## config.mk

```make
export PLATFORM = sky130hd
export DESIGN_NAME = decode_stage_flat
export DESIGN_NICKNAME = d
export VERILOG_FILES = /design/src/rtl/decode_stage_if.sv /design/src/rtl/decode_stage.sv /design/src/flat_wrapper.sv
export SDC_FILE = /design/constraint.sdc
export NUM_CORES = 1
export LEC_CHECK = 0
export CAP_MARGIN = 40
export CORE_MARGIN = 2
export CORE_UTILIZATION = 56
export CTS_BUF_LIST = sky130_fd_sc_hd__clkbuf_16
export DETAILED_ROUTE_END_ITERATION = 16
export GPL_TIMING_DRIVEN = 0
export PLACE_DENSITY = 0.85
export SETUP_SLACK_MARGIN = 0.05
export SYNTH_ARGS = -nofsm -noshare
export SYNTH_HDL_FRONTEND = slang
export SYNTH_SLANG_ARGS = --single-unit
```

## constraint.sdc

```tcl
create_clock -name clk -period 12.3 [get_ports clk]
set_input_delay 3.69 -clock clk [delete_from_list [all_inputs] [get_ports clk]]
set_output_delay 3.69 -clock clk [all_outputs]
set_load 0.005 [all_outputs]
```

## src/rtl/decode_stage_if.sv

```systemverilog
// Fetch-to-decode and decode-to-execute handshake bundle for decode_stage.
// in_*  : fetch presents one raw instruction word with its PC (valid/ready).
// out_* : head entry of the decoded-bundle queue presented to execute (valid/ready).
// Modports: master = fetch/execute side, slave = decode stage.
// Optional macro DECODE_M_EN adds out_is_muldiv.
interface decode_stage_if #(
  parameter int unsigned XLEN = 32
) ();
  logic            in_valid;
  logic            in_ready;
  logic [31:0]     in_instr;
  logic [XLEN-1:0] in_pc;

  logic            out_valid;
  logic            out_ready;
  logic [XLEN-1:0] out_pc;
  logic [8:0]      out_flags;
  logic [3:0]      out_alu_op;
  logic [4:0]      out_rd;
  logic [4:0]      out_rs1;
  logic [4:0]      out_rs2;
  logic [XLEN-1:0] out_imm;
  logic [1:0]      out_mem_size;
  logic            out_mem_unsigned;
  logic            out_is_word_op;
  logic            out_illegal;
`ifdef DECODE_M_EN
  logic            out_is_muldiv;
`endif

  modport master (
    output in_valid, in_instr, in_pc, out_ready,
    input  in_ready, out_valid, out_pc, out_flags, out_alu_op, out_rd, out_rs1, out_rs2,
    input  out_imm, out_mem_size, out_mem_unsigned, out_is_word_op, out_illegal
`ifdef DECODE_M_EN
    , input out_is_muldiv
`endif
  );

  modport slave (
    input  in_valid, in_instr, in_pc, out_ready,
    output in_ready, out_valid, out_pc, out_flags, out_alu_op, out_rd, out_rs1, out_rs2,
    output out_imm, out_mem_size, out_mem_unsigned, out_is_word_op, out_illegal
`ifdef DECODE_M_EN
    , output out_is_muldiv
`endif
  );
endinterface

```

## src/rtl/decode_stage.sv

```systemverilog
// RV32I/RV64I decode stage: decodes each accepted word into a bundle and queues it in a
// DEPTH-entry FIFO. A RUN/HALTED FSM stops acceptance after ECALL, EBREAK or an illegal
// word until flush. illegal_count saturates at all-ones.
// Ports: clk, rst_n (async active-low), flush (sync drop + resume), bus (decode_stage_if.slave),
//        illegal_count.
// Optional macro DECODE_M_EN: decode the M extension and drive out_is_muldiv.
module decode_stage #(
  parameter int unsigned XLEN  = 32,
  parameter int unsigned DEPTH = 2,
  parameter int unsigned CNT_W = 8
) (
  input  logic             clk,
  input  logic             rst_n,
  input  logic             flush,
  decode_stage_if.slave    bus,
  output logic [CNT_W-1:0] illegal_count
);
  localparam bit Is64 = (XLEN == 64);
  localparam int unsigned PtrW = $clog2(DEPTH);
  localparam int unsigned CntW = $clog2(DEPTH + 1);
  localparam logic [PtrW-1:0] PtrLast = PtrW'(DEPTH - 1);
  localparam logic [CntW-1:0] CntFull = CntW'(DEPTH);

  localparam int unsigned FlUseImm = 0;
  localparam int unsigned FlPcSrc1 = 1;
  localparam int unsigned FlBranch = 2;
  localparam int unsigned FlNextPc = 3;
  localparam int unsigned FlZero   = 4;
  localparam int unsigned FlRamRd  = 5;
  localparam int unsigned FlRamWr  = 6;
  localparam int unsigned FlEbreak = 7;
  localparam int unsigned FlEcall  = 8;

  typedef enum logic [0:0] {StRun, StHalted} state_e;

  typedef struct packed {
`ifdef DECODE_M_EN
    logic            is_muldiv;
`endif
    logic [XLEN-1:0] pc;
    logic [8:0]      flags;
    logic [3:0]      alu_op;
    logic [4:0]      rd;
    logic [4:0]      rs1;
    logic [4:0]      rs2;
    logic [XLEN-1:0] imm;
    logic [1:0]      mem_size;
    logic            mem_unsigned;
    logic            is_word_op;
    logic            illegal;
  } bundle_t;

  // ---------------------------------------------------------------------------------------------
  // Decoder
  // ---------------------------------------------------------------------------------------------
  logic [31:0] instr, imm_i, imm_s, imm_b, imm_u, imm_j;
  logic [6:0]  opcode, f7;
  logic [2:0]  f3;
  logic        word;
  logic signed [31:0] imm32;
  logic        ill;
  bundle_t     dec;

  assign instr  = bus.in_instr;
  assign opcode = instr[6:0];
  assign f3     = instr[14:12];
  assign f7     = instr[31:25];
  assign word   = opcode[3];  // distinguishes OP-32/OP-IMM-32 from OP/OP-IMM
  assign imm_i  = {{20{instr[31]}}, instr[31:20]};
  assign imm_s  = {{20{instr[31]}}, instr[31:25], instr[11:7]};
  assign imm_b  = {{19{instr[31]}}, instr[31], instr[7], instr[30:25], instr[11:8], 1'b0};
  assign imm_u  = {instr[31:12], 12'b0};
  assign imm_j  = {{11{instr[31]}}, instr[31], instr[19:12], instr[20], instr[30:21], 1'b0};

  always_comb begin
    dec    = '0;
    dec.pc = bus.in_pc;
    imm32  = '0;
    ill    = 1'b0;
    case (opcode)
      7'b0110111, 7'b0010111: begin  // LUI, AUIPC
        dec.flags[FlUseImm] = 1'b1;
        dec.flags[FlPcSrc1] = opcode[5] == 1'b0;
        dec.rd              = instr[11:7];
        imm32               = imm_u;
      end
      7'b1101111, 7'b1100111: begin  // JAL, JALR
        dec.flags[FlBranch] = 1'b1;
        dec.flags[FlNextPc] = 1'b1;
        dec.flags[FlZero]   = 1'b1;
        dec.rd              = instr[11:7];
        if (opcode[3]) begin
          imm32 = imm_j;
        end else begin
          dec.flags[FlUseImm] = 1'b1;
          dec.rs1             = instr[19:15];
          imm32               = imm_i;
          ill                 = f3 != 3'b000;
        end
      end
      7'b1100011: begin  // branches: zero-test is BEQ/BGE/BGEU
        ill                 = f3[2:1] == 2'b01;
        dec.flags[FlBranch] = 1'b1;
        dec.flags[FlZero]   = ~(f3[2] ^ f3[0]);
        dec.alu_op          = f3[2] ? {3'b001, f3[1]} : 4'b1000;
        dec.rs1             = instr[19:15];
        dec.rs2             = instr[24:20];
        imm32               = imm_b;
      end
      7'b0000011: begin  // loads
        ill = (f3 == 3'b111) || (!Is64 && (f3 == 3'b011 || f3 == 3'b110));
        dec.flags[FlRamRd]  = 1'b1;
        dec.flags[FlUseImm] = 1'b1;
        dec.rd              = instr[11:7];
        dec.rs1             = instr[19:15];
        dec.mem_size        = f3[1:0];
        dec.mem_unsigned    = f3[2];
        imm32               = imm_i;
      end
      7'b0100011: begin  // stores
        ill = f3[2] || (!Is64 && f3[1:0] == 2'b11);
        dec.flags[FlRamWr]  = 1'b1;
        dec.flags[FlUseImm] = 1'b1;
        dec.rs1             = instr[19:15];
        dec.rs2             = instr[24:20];
        dec.mem_size        = f3[1:0];
        imm32               = imm_s;
      end
      7'b0010011, 7'b0011011: begin  // OP-IMM, OP-IMM-32
        ill                 = word && !Is64;
        dec.is_word_op      = word;
        dec.flags[FlUseImm] = 1'b1;
        dec.rd              = instr[11:7];
        dec.rs1             = instr[19:15];
        dec.alu_op          = {1'b0, f3};
        imm32               = imm_i;
        case (f3)
          3'b001: begin
            ill   = ill || (instr[31:26] != 6'd0) || ((!Is64 || word) && instr[25]);
            imm32 = {26'd0, instr[25:20]};
          end
          3'b101: begin
            ill        = ill || ({instr[31], instr[29:26]} != 5'd0) ||
                         ((!Is64 || word) && instr[25]);
            dec.alu_op = {instr[30], f3};
            imm32      = {26'd0, instr[25:20]};
          end
          default: ill = ill || (word && f3 != 3'b000);
        endcase
      end
      7'b0110011, 7'b0111011: begin  // OP, OP-32
        ill            = word && !Is64;
        dec.is_word_op = word;
        dec.rd         = instr[11:7];
        dec.rs1        = instr[19:15];
        dec.rs2        = instr[24:20];
        dec.alu_op     = {f7[5], f3};
        if (f7 == 7'b0000000) begin
          ill = ill || (word && !(f3 == 3'b000 || f3 == 3'b001 || f3 == 3'b101));
        end else if (f7 == 7'b0100000) begin
          ill = ill || !(f3 == 3'b000 || f3 == 3'b101);
`ifdef DECODE_M_EN
        end else if (f7 == 7'b0000001) begin
          dec.alu_op    = {1'b1, f3};
          dec.is_muldiv = 1'b1;
          ill = ill || (word && (f3 == 3'b001 || f3 == 3'b010 || f3 == 3'b011));
`endif
        end else begin
          ill = 1'b1;
        end
      end
      7'b1110011: begin  // only exact ECALL/EBREAK words are legal
        if (instr == 32'h0000_0073) begin
          dec.flags[FlEcall] = 1'b1;
        end else if (instr == 32'h0010_0073) begin
          dec.flags[FlEbreak] = 1'b1;
        end else begin
          ill = 1'b1;
        end
      end
      default: ill = 1'b1;
    endcase
    dec.imm = XLEN'(imm32);
    if (ill) begin
      dec                 = '0;
      dec.pc              = bus.in_pc;
      dec.flags[FlUseImm] = 1'b1;
      dec.illegal         = 1'b1;
    end
  end

  // ---------------------------------------------------------------------------------------------
  // Queue, FSM, counter
  // ---------------------------------------------------------------------------------------------
  bundle_t          mem_q [DEPTH];
  bundle_t          head;
  logic [PtrW-1:0]  wr_ptr_q, wr_ptr_d, rd_ptr_q, rd_ptr_d;
  logic [CntW-1:0]  cnt_q, cnt_d;
  logic [CNT_W-1:0] ill_cnt_q, ill_cnt_d;
  state_e           state_q, state_d;
  logic             accept, pop;

  // rst_n gates in_ready so fetch sees no capacity while reset is held.
  assign bus.in_ready  = rst_n && (state_q == StRun) && (cnt_q < CntFull) && !flush;
  assign bus.out_valid = cnt_q != '0;
  assign accept        = bus.in_valid && bus.in_ready;
  assign pop           = bus.out_valid && bus.out_ready && !flush;

  always_comb begin
    wr_ptr_d  = wr_ptr_q;
    rd_ptr_d  = rd_ptr_q;
    cnt_d     = cnt_q;
    state_d   = state_q;
    ill_cnt_d = ill_cnt_q;
    if (flush) begin
      wr_ptr_d = '0;
      rd_ptr_d = '0;
      cnt_d    = '0;
      state_d  = StRun;
    end else begin
      if (accept) wr_ptr_d = (wr_ptr_q == PtrLast) ? '0 : wr_ptr_q + 1'b1;
      if (pop)    rd_ptr_d = (rd_ptr_q == PtrLast) ? '0 : rd_ptr_q + 1'b1;
      case ({accept, pop})
        2'b10:   cnt_d = cnt_q + 1'b1;
        2'b01:   cnt_d = cnt_q - 1'b1;
        default: cnt_d = cnt_q;
      endcase
      if (accept && (dec.illegal || dec.flags[FlEcall] || dec.flags[FlEbreak])) begin
        state_d = StHalted;
      end
      if (accept && dec.illegal && ill_cnt_q != '1) ill_cnt_d = ill_cnt_q + 1'b1;
    end
  end

  always_ff @(posedge clk or negedge rst_n) begin
    if (!rst_n) begin
      wr_ptr_q  <= '0;
      rd_ptr_q  <= '0;
      cnt_q     <= '0;
      ill_cnt_q <= '0;
      state_q   <= StRun;
    end else begin
      wr_ptr_q  <= wr_ptr_d;
      rd_ptr_q  <= rd_ptr_d;
      cnt_q     <= cnt_d;
      ill_cnt_q <= ill_cnt_d;
      state_q   <= state_d;
    end
  end

  // Storage needs no reset: outputs are forced to zero whenever the queue is empty.
  always_ff @(posedge clk) begin
    if (accept) mem_q[wr_ptr_q] <= dec;
  end

  assign head                 = bus.out_valid ? mem_q[rd_ptr_q] : '0;
  assign bus.out_pc           = head.pc;
  assign bus.out_flags        = head.flags;
  assign bus.out_alu_op       = head.alu_op;
  assign bus.out_rd           = head.rd;
  assign bus.out_rs1          = head.rs1;
  assign bus.out_rs2          = head.rs2;
  assign bus.out_imm          = head.imm;
  assign bus.out_mem_size     = head.mem_size;
  assign bus.out_mem_unsigned = head.mem_unsigned;
  assign bus.out_is_word_op   = head.is_word_op;
  assign bus.out_illegal      = head.illegal;
`ifdef DECODE_M_EN
  assign bus.out_is_muldiv    = head.is_muldiv;
`endif
  assign illegal_count        = ill_cnt_q;
endmodule
```

## src/flat_wrapper.sv

```systemverilog
// flat-port wrapper written by rule: the top's interface ports become plain ports
module decode_stage_flat 
#(
  parameter int unsigned XLEN  = 32,
  parameter int unsigned DEPTH = 2,
  parameter int unsigned CNT_W = 8
)
  (clk, rst_n, flush, illegal_count, bus_in_valid, bus_in_instr, bus_in_pc, bus_out_ready, bus_in_ready, bus_out_valid, bus_out_pc, bus_out_flags, bus_out_alu_op, bus_out_rd, bus_out_rs1, bus_out_rs2, bus_out_imm, bus_out_mem_size, bus_out_mem_unsigned, bus_out_is_word_op, bus_out_illegal);
  decode_stage_if #(.XLEN(XLEN)) bus_i ();
  input  logic clk;
  input  logic rst_n;
  input  logic flush;
  output logic [CNT_W-1:0] illegal_count;
  input wire logic [$bits(bus_i.in_valid)-1:0] bus_in_valid;
  input wire logic [$bits(bus_i.in_instr)-1:0] bus_in_instr;
  input wire logic [$bits(bus_i.in_pc)-1:0] bus_in_pc;
  input wire logic [$bits(bus_i.out_ready)-1:0] bus_out_ready;
  output wire logic [$bits(bus_i.in_ready)-1:0] bus_in_ready;
  output wire logic [$bits(bus_i.out_valid)-1:0] bus_out_valid;
  output wire logic [$bits(bus_i.out_pc)-1:0] bus_out_pc;
  output wire logic [$bits(bus_i.out_flags)-1:0] bus_out_flags;
  output wire logic [$bits(bus_i.out_alu_op)-1:0] bus_out_alu_op;
  output wire logic [$bits(bus_i.out_rd)-1:0] bus_out_rd;
  output wire logic [$bits(bus_i.out_rs1)-1:0] bus_out_rs1;
  output wire logic [$bits(bus_i.out_rs2)-1:0] bus_out_rs2;
  output wire logic [$bits(bus_i.out_imm)-1:0] bus_out_imm;
  output wire logic [$bits(bus_i.out_mem_size)-1:0] bus_out_mem_size;
  output wire logic [$bits(bus_i.out_mem_unsigned)-1:0] bus_out_mem_unsigned;
  output wire logic [$bits(bus_i.out_is_word_op)-1:0] bus_out_is_word_op;
  output wire logic [$bits(bus_i.out_illegal)-1:0] bus_out_illegal;
  assign bus_i.in_valid = bus_in_valid;
  assign bus_i.in_instr = bus_in_instr;
  assign bus_i.in_pc = bus_in_pc;
  assign bus_i.out_ready = bus_out_ready;
  assign bus_in_ready = bus_i.in_ready;
  assign bus_out_valid = bus_i.out_valid;
  assign bus_out_pc = bus_i.out_pc;
  assign bus_out_flags = bus_i.out_flags;
  assign bus_out_alu_op = bus_i.out_alu_op;
  assign bus_out_rd = bus_i.out_rd;
  assign bus_out_rs1 = bus_i.out_rs1;
  assign bus_out_rs2 = bus_i.out_rs2;
  assign bus_out_imm = bus_i.out_imm;
  assign bus_out_mem_size = bus_i.out_mem_size;
  assign bus_out_mem_unsigned = bus_i.out_mem_unsigned;
  assign bus_out_is_word_op = bus_i.out_is_word_op;
  assign bus_out_illegal = bus_i.out_illegal;
  decode_stage #(.XLEN(XLEN), .DEPTH(DEPTH), .CNT_W(CNT_W)) u_core (.clk(clk), .rst_n(rst_n), .flush(flush), .bus(bus_i), .illegal_count(illegal_count));
endmodule
```

==> results.sh <==
export IMPL_status="finished, final reports clean"
export IMPL_cp_end_kind="output pin"
export IMPL_ir_worst_vdd_mv=0.1101
export IMPL_rsz0062_at_grt="false"
export IMPL_yosys_area_top_type_share_pct=64.80
export IMPL_syn_area_per_cell_sq_um=13.28
export IMPL_hold_class="reg2reg"
export IMPL_grt_antenna_before_repair=0
export IMPL_synth_seq_cells=207
export IMPL_cts_made_buffers=21
export IMPL_worst_pin_slew_ns=0.9571
export IMPL_drtPass1Iterations=5
export IMPL_power_density_nw_per_um2=135.6
export IMPL_power_share_combinational_pct=12.5
export IMPL_syn_cell_area_sq_um=8990
export IMPL_start_util_pct=57.01
export IMPL_post_synth_top_count_cell="edfxtp_1"
export IMPL_fin_total_pwr_w=0.001595
export IMPL_grt_pass1_wl_um=31400
export IMPL_port_buffers=172
export IMPL_synth_edf_count=194
export IMPL_fin_nets=949
export IMPL_drc=0
export IMPL_cpMostUsedCell="clkdlybuf4s50_1"
export IMPL_ys_flop_type="edfxtp_1"
export IMPL_p_seq_share_pct=49.9
export IMPL_cts_resized_gates=0
export IMPL_fmaxAchievable_mhz=105.9
export IMPL_post_cts_buffers=0
export IMPL_power_switching_w=0.0003576
export IMPL_detail_route_antenna_nets=0
export IMPL_drt_iter0_drc=577
export IMPL_synth_cell_types=49
export IMPL_cts_sinks=207
export IMPL_crit_path_start_kind="input port"
export IMPL_r2r_start="u_core.cnt_q[1]$_DFFE_PN0P_"
export IMPL_core_area_sq_um=15770
export IMPL_grt_total_usage_pct=23.84
export IMPL_wl_um=20710
export IMPL_pre_cts_ws_ns=2.845
export IMPL_ff2ff_setup_slack_ns=9.62
export IMPL_antennaDiodeCount=0
export IMPL_rr_worst_depth=5
export IMPL_crit_path_max_incr_delay_ns=0.84
export IMPL_cp_required_ns=8.61
export IMPL_ys_seq_area_share_pct=68.42
export IMPL_power_internal_w=0.001238
export IMPL_vias=6109
export IMPL_routed_via_density=5.504
export IMPL_clk_latency_ns=0.49
export IMPL_tns_ns=0
export IMPL_startpoint="rst_n"
export IMPL_slowest_stage="clkdlybuf4s50_1"
export IMPL_p_sw_share_pct=22.42
export IMPL_p_leak_nw=4.139
export IMPL_yosys_top_cells_count="edfxtp_1, nor2_1, mux2i_1, nand2_1, inv_1"
export IMPL_pwr_share_clk_pct=37.7
export IMPL_cp_data_arrival_time_ns=5.75
export IMPL_final_util_pct=74.58
export IMPL_synth_warnings=0
export IMPL_skew_ns=0.005156
export IMPL_crit_chain="clkdlybuf4s50_1 -> nor4b_1 -> clkdlybuf4s50_1"
export IMPL_r2r_end="u_core.mem_q[0][46]$_DFFE_PP_"
export IMPL_finalWorstSetupSlack_ns=2.856
export IMPL_crit_path_end="bus_in_ready"
export IMPL_rows=46
export IMPL_path_buf_inv=2
export IMPL_finalCritPeriodShare_pct=76.78
export IMPL_area_growth_syn_to_layout_pct=30.83
export IMPL_die_w_um=130.7
export IMPL_slew_limit_headroom_pct=35.65
export IMPL_finalHoldViolCount=0
export IMPL_holdWs_ns=0.5070
export IMPL_crit_type="in2out"
export IMPL_drv_cap=0
export IMPL_cts_root_buffer="clkbuf_16"
export IMPL_cts_path_max_buffers=3
export IMPL_cp_max_fo=14
export IMPL_layout_min_cycle_time_ns=9.444
export IMPL_dp_hpwl_um=14720
export IMPL_cts_tree="built"
export IMPL_drive_above_1_share_pct=5.928
export IMPL_synthCells=677
export IMPL_htree_levels=1
export IMPL_wl_per_cell_um=18.66
export IMPL_slew_violations=0
export IMPL_postCtsHoldBufs=0
export IMPL_setup_viol=0
export IMPL_gr_total_overflow=0
export IMPL_grt_start_max_net_pins=57
export IMPL_cp_num_cells=3
export IMPL_grt_pass1_vias=6037
export IMPL_synth_largest_area_cell="edfxtp_1"
export IMPL_synth_area_leaders="edfxtp_1, mux2i_1, nor2_1"
export IMPL_path_delay_family="buffers and inverters"
export IMPL_synthArstFlopShare_pct=6.280
export IMPL_io_pins=176
export IMPL_finalWeightedCongestion=0.9331
export IMPL_path_clk_slew_ns=0.06
export IMPL_fp_dieArea_sq_um=17080
export IMPL_dieHeight_um=130.7
flip-flops by register name (all words and copies together), names as in the netlist:
signal	flops
u_core.mem_q	194
u_core.cnt_q	2
u_core.wr_ptr_q	1
u_core.rd_ptr_q	1
u_core.illegal_count	8
u_core.state_q	1
cells by family (layout without fill, tap and decap cells):
kind of cell	after synthesis	count (layout)	synth area share, %
AO/OA/AOI/OAI	59	59	4.134
XOR/XNOR	11	11	1.072
adder cells (fa/ha/maj)	1	1	0.1392
buffers and inverters	55	271	2.505
flip-flops	207	207	68.42
multiplexers	100	100	11.15
other	1	2	0.04171
AND/OR/NAND/NOR	243	243	12.54
power groups by stage:
stage / clock, W / sequential [W] / combinational, W
after floorplan: 0 / 0.000810 / 0.0000905
after global placement: 0 / 0.000812 / 0.000190
after detailed placement: 0 / 0.000809 / 0.000199
after CTS: 0.000609 / 0.000795 / 0.000201
after global routing: 0.000639 / 0.000797 / 0.000216
final: 0.000601 / 0.000795 / 0.000199
per-stage QoR:
stage	cells	cell area (sq um)
global placement	1066	10990
CTS	1110	11760
detailed placement	1072	11110
floorplan	678	8994
finish	1110	11760
global route	1110	11760
final cells by class:
class,instances,area [sq um]
Buffer,38,161.4
Clock buffer,21,525.5
Clock inverter,17,127.6
Fill cell,1057,4009
Inverter,17,63.81
Multi-Input combinational cell,416,2630
Sequential cell,207,6151
Tap cell,216,270.3
Timing Repair Buffer,178,1832
metal layers:
metal,routed length [um],vias up,GRT usage [%],share of wire (%)
li1,-,2857,-,-
met1,8335,2967,30.49,40
met2,10340,253,42.03,50
met3,1587,32,4.764,7.7
met4,448,0,6.195,2.2
met5,0,-,0,0
placed cells by master, fill, tap and decap left out, types with 6 or more instances in the layout:
| master | n |
|---|---|
| edfxtp_1 | 194 |
| clkdlybuf4s50_1 | 172 |
| nor2_1 | 138 |
| mux2i_1 | 99 |
| nand2_1 | 31 |
| inv_1 | 21 |
| clkbuf_16 | 21 |
| a21oi_1 | 16 |
| clkbuf_1 | 15 |
| and2_1 | 14 |
| buf_1 | 13 |
| dfrtp_1 | 13 |
| o21ai_0 | 12 |
| nor3_1 | 12 |
| a21o_1 | 11 |
| buf_2 | 9 |
| nand3_1 | 8 |
| xnor2_1 | 8 |
| a22oi_1 | 7 |
| nor4_1 | 6 |
how the worst min path moves through the flow:
stage                                                    from                                   to  slack [ns]  cells after the start
final                     u_core.illegal_count[5]$_DFFE_PN0P_  u_core.illegal_count[5]$_DFFE_PN0P_        0.51                      1
after global routing      u_core.illegal_count[6]$_DFFE_PN0P_  u_core.illegal_count[6]$_DFFE_PN0P_        0.54                      1
after global placement    u_core.illegal_count[5]$_DFFE_PN0P_  u_core.illegal_count[5]$_DFFE_PN0P_        0.49                      1
after detailed placement  u_core.illegal_count[5]$_DFFE_PN0P_  u_core.illegal_count[5]$_DFFE_PN0P_        0.50                      1
after CTS                 u_core.illegal_count[5]$_DFFE_PN0P_  u_core.illegal_count[5]$_DFFE_PN0P_        0.51                      1
after floorplan                   u_core.wr_ptr_q$_DFFE_PN0P_          u_core.wr_ptr_q$_DFFE_PN0P_        0.48                      1
Power figures use the tool's default switching activity.
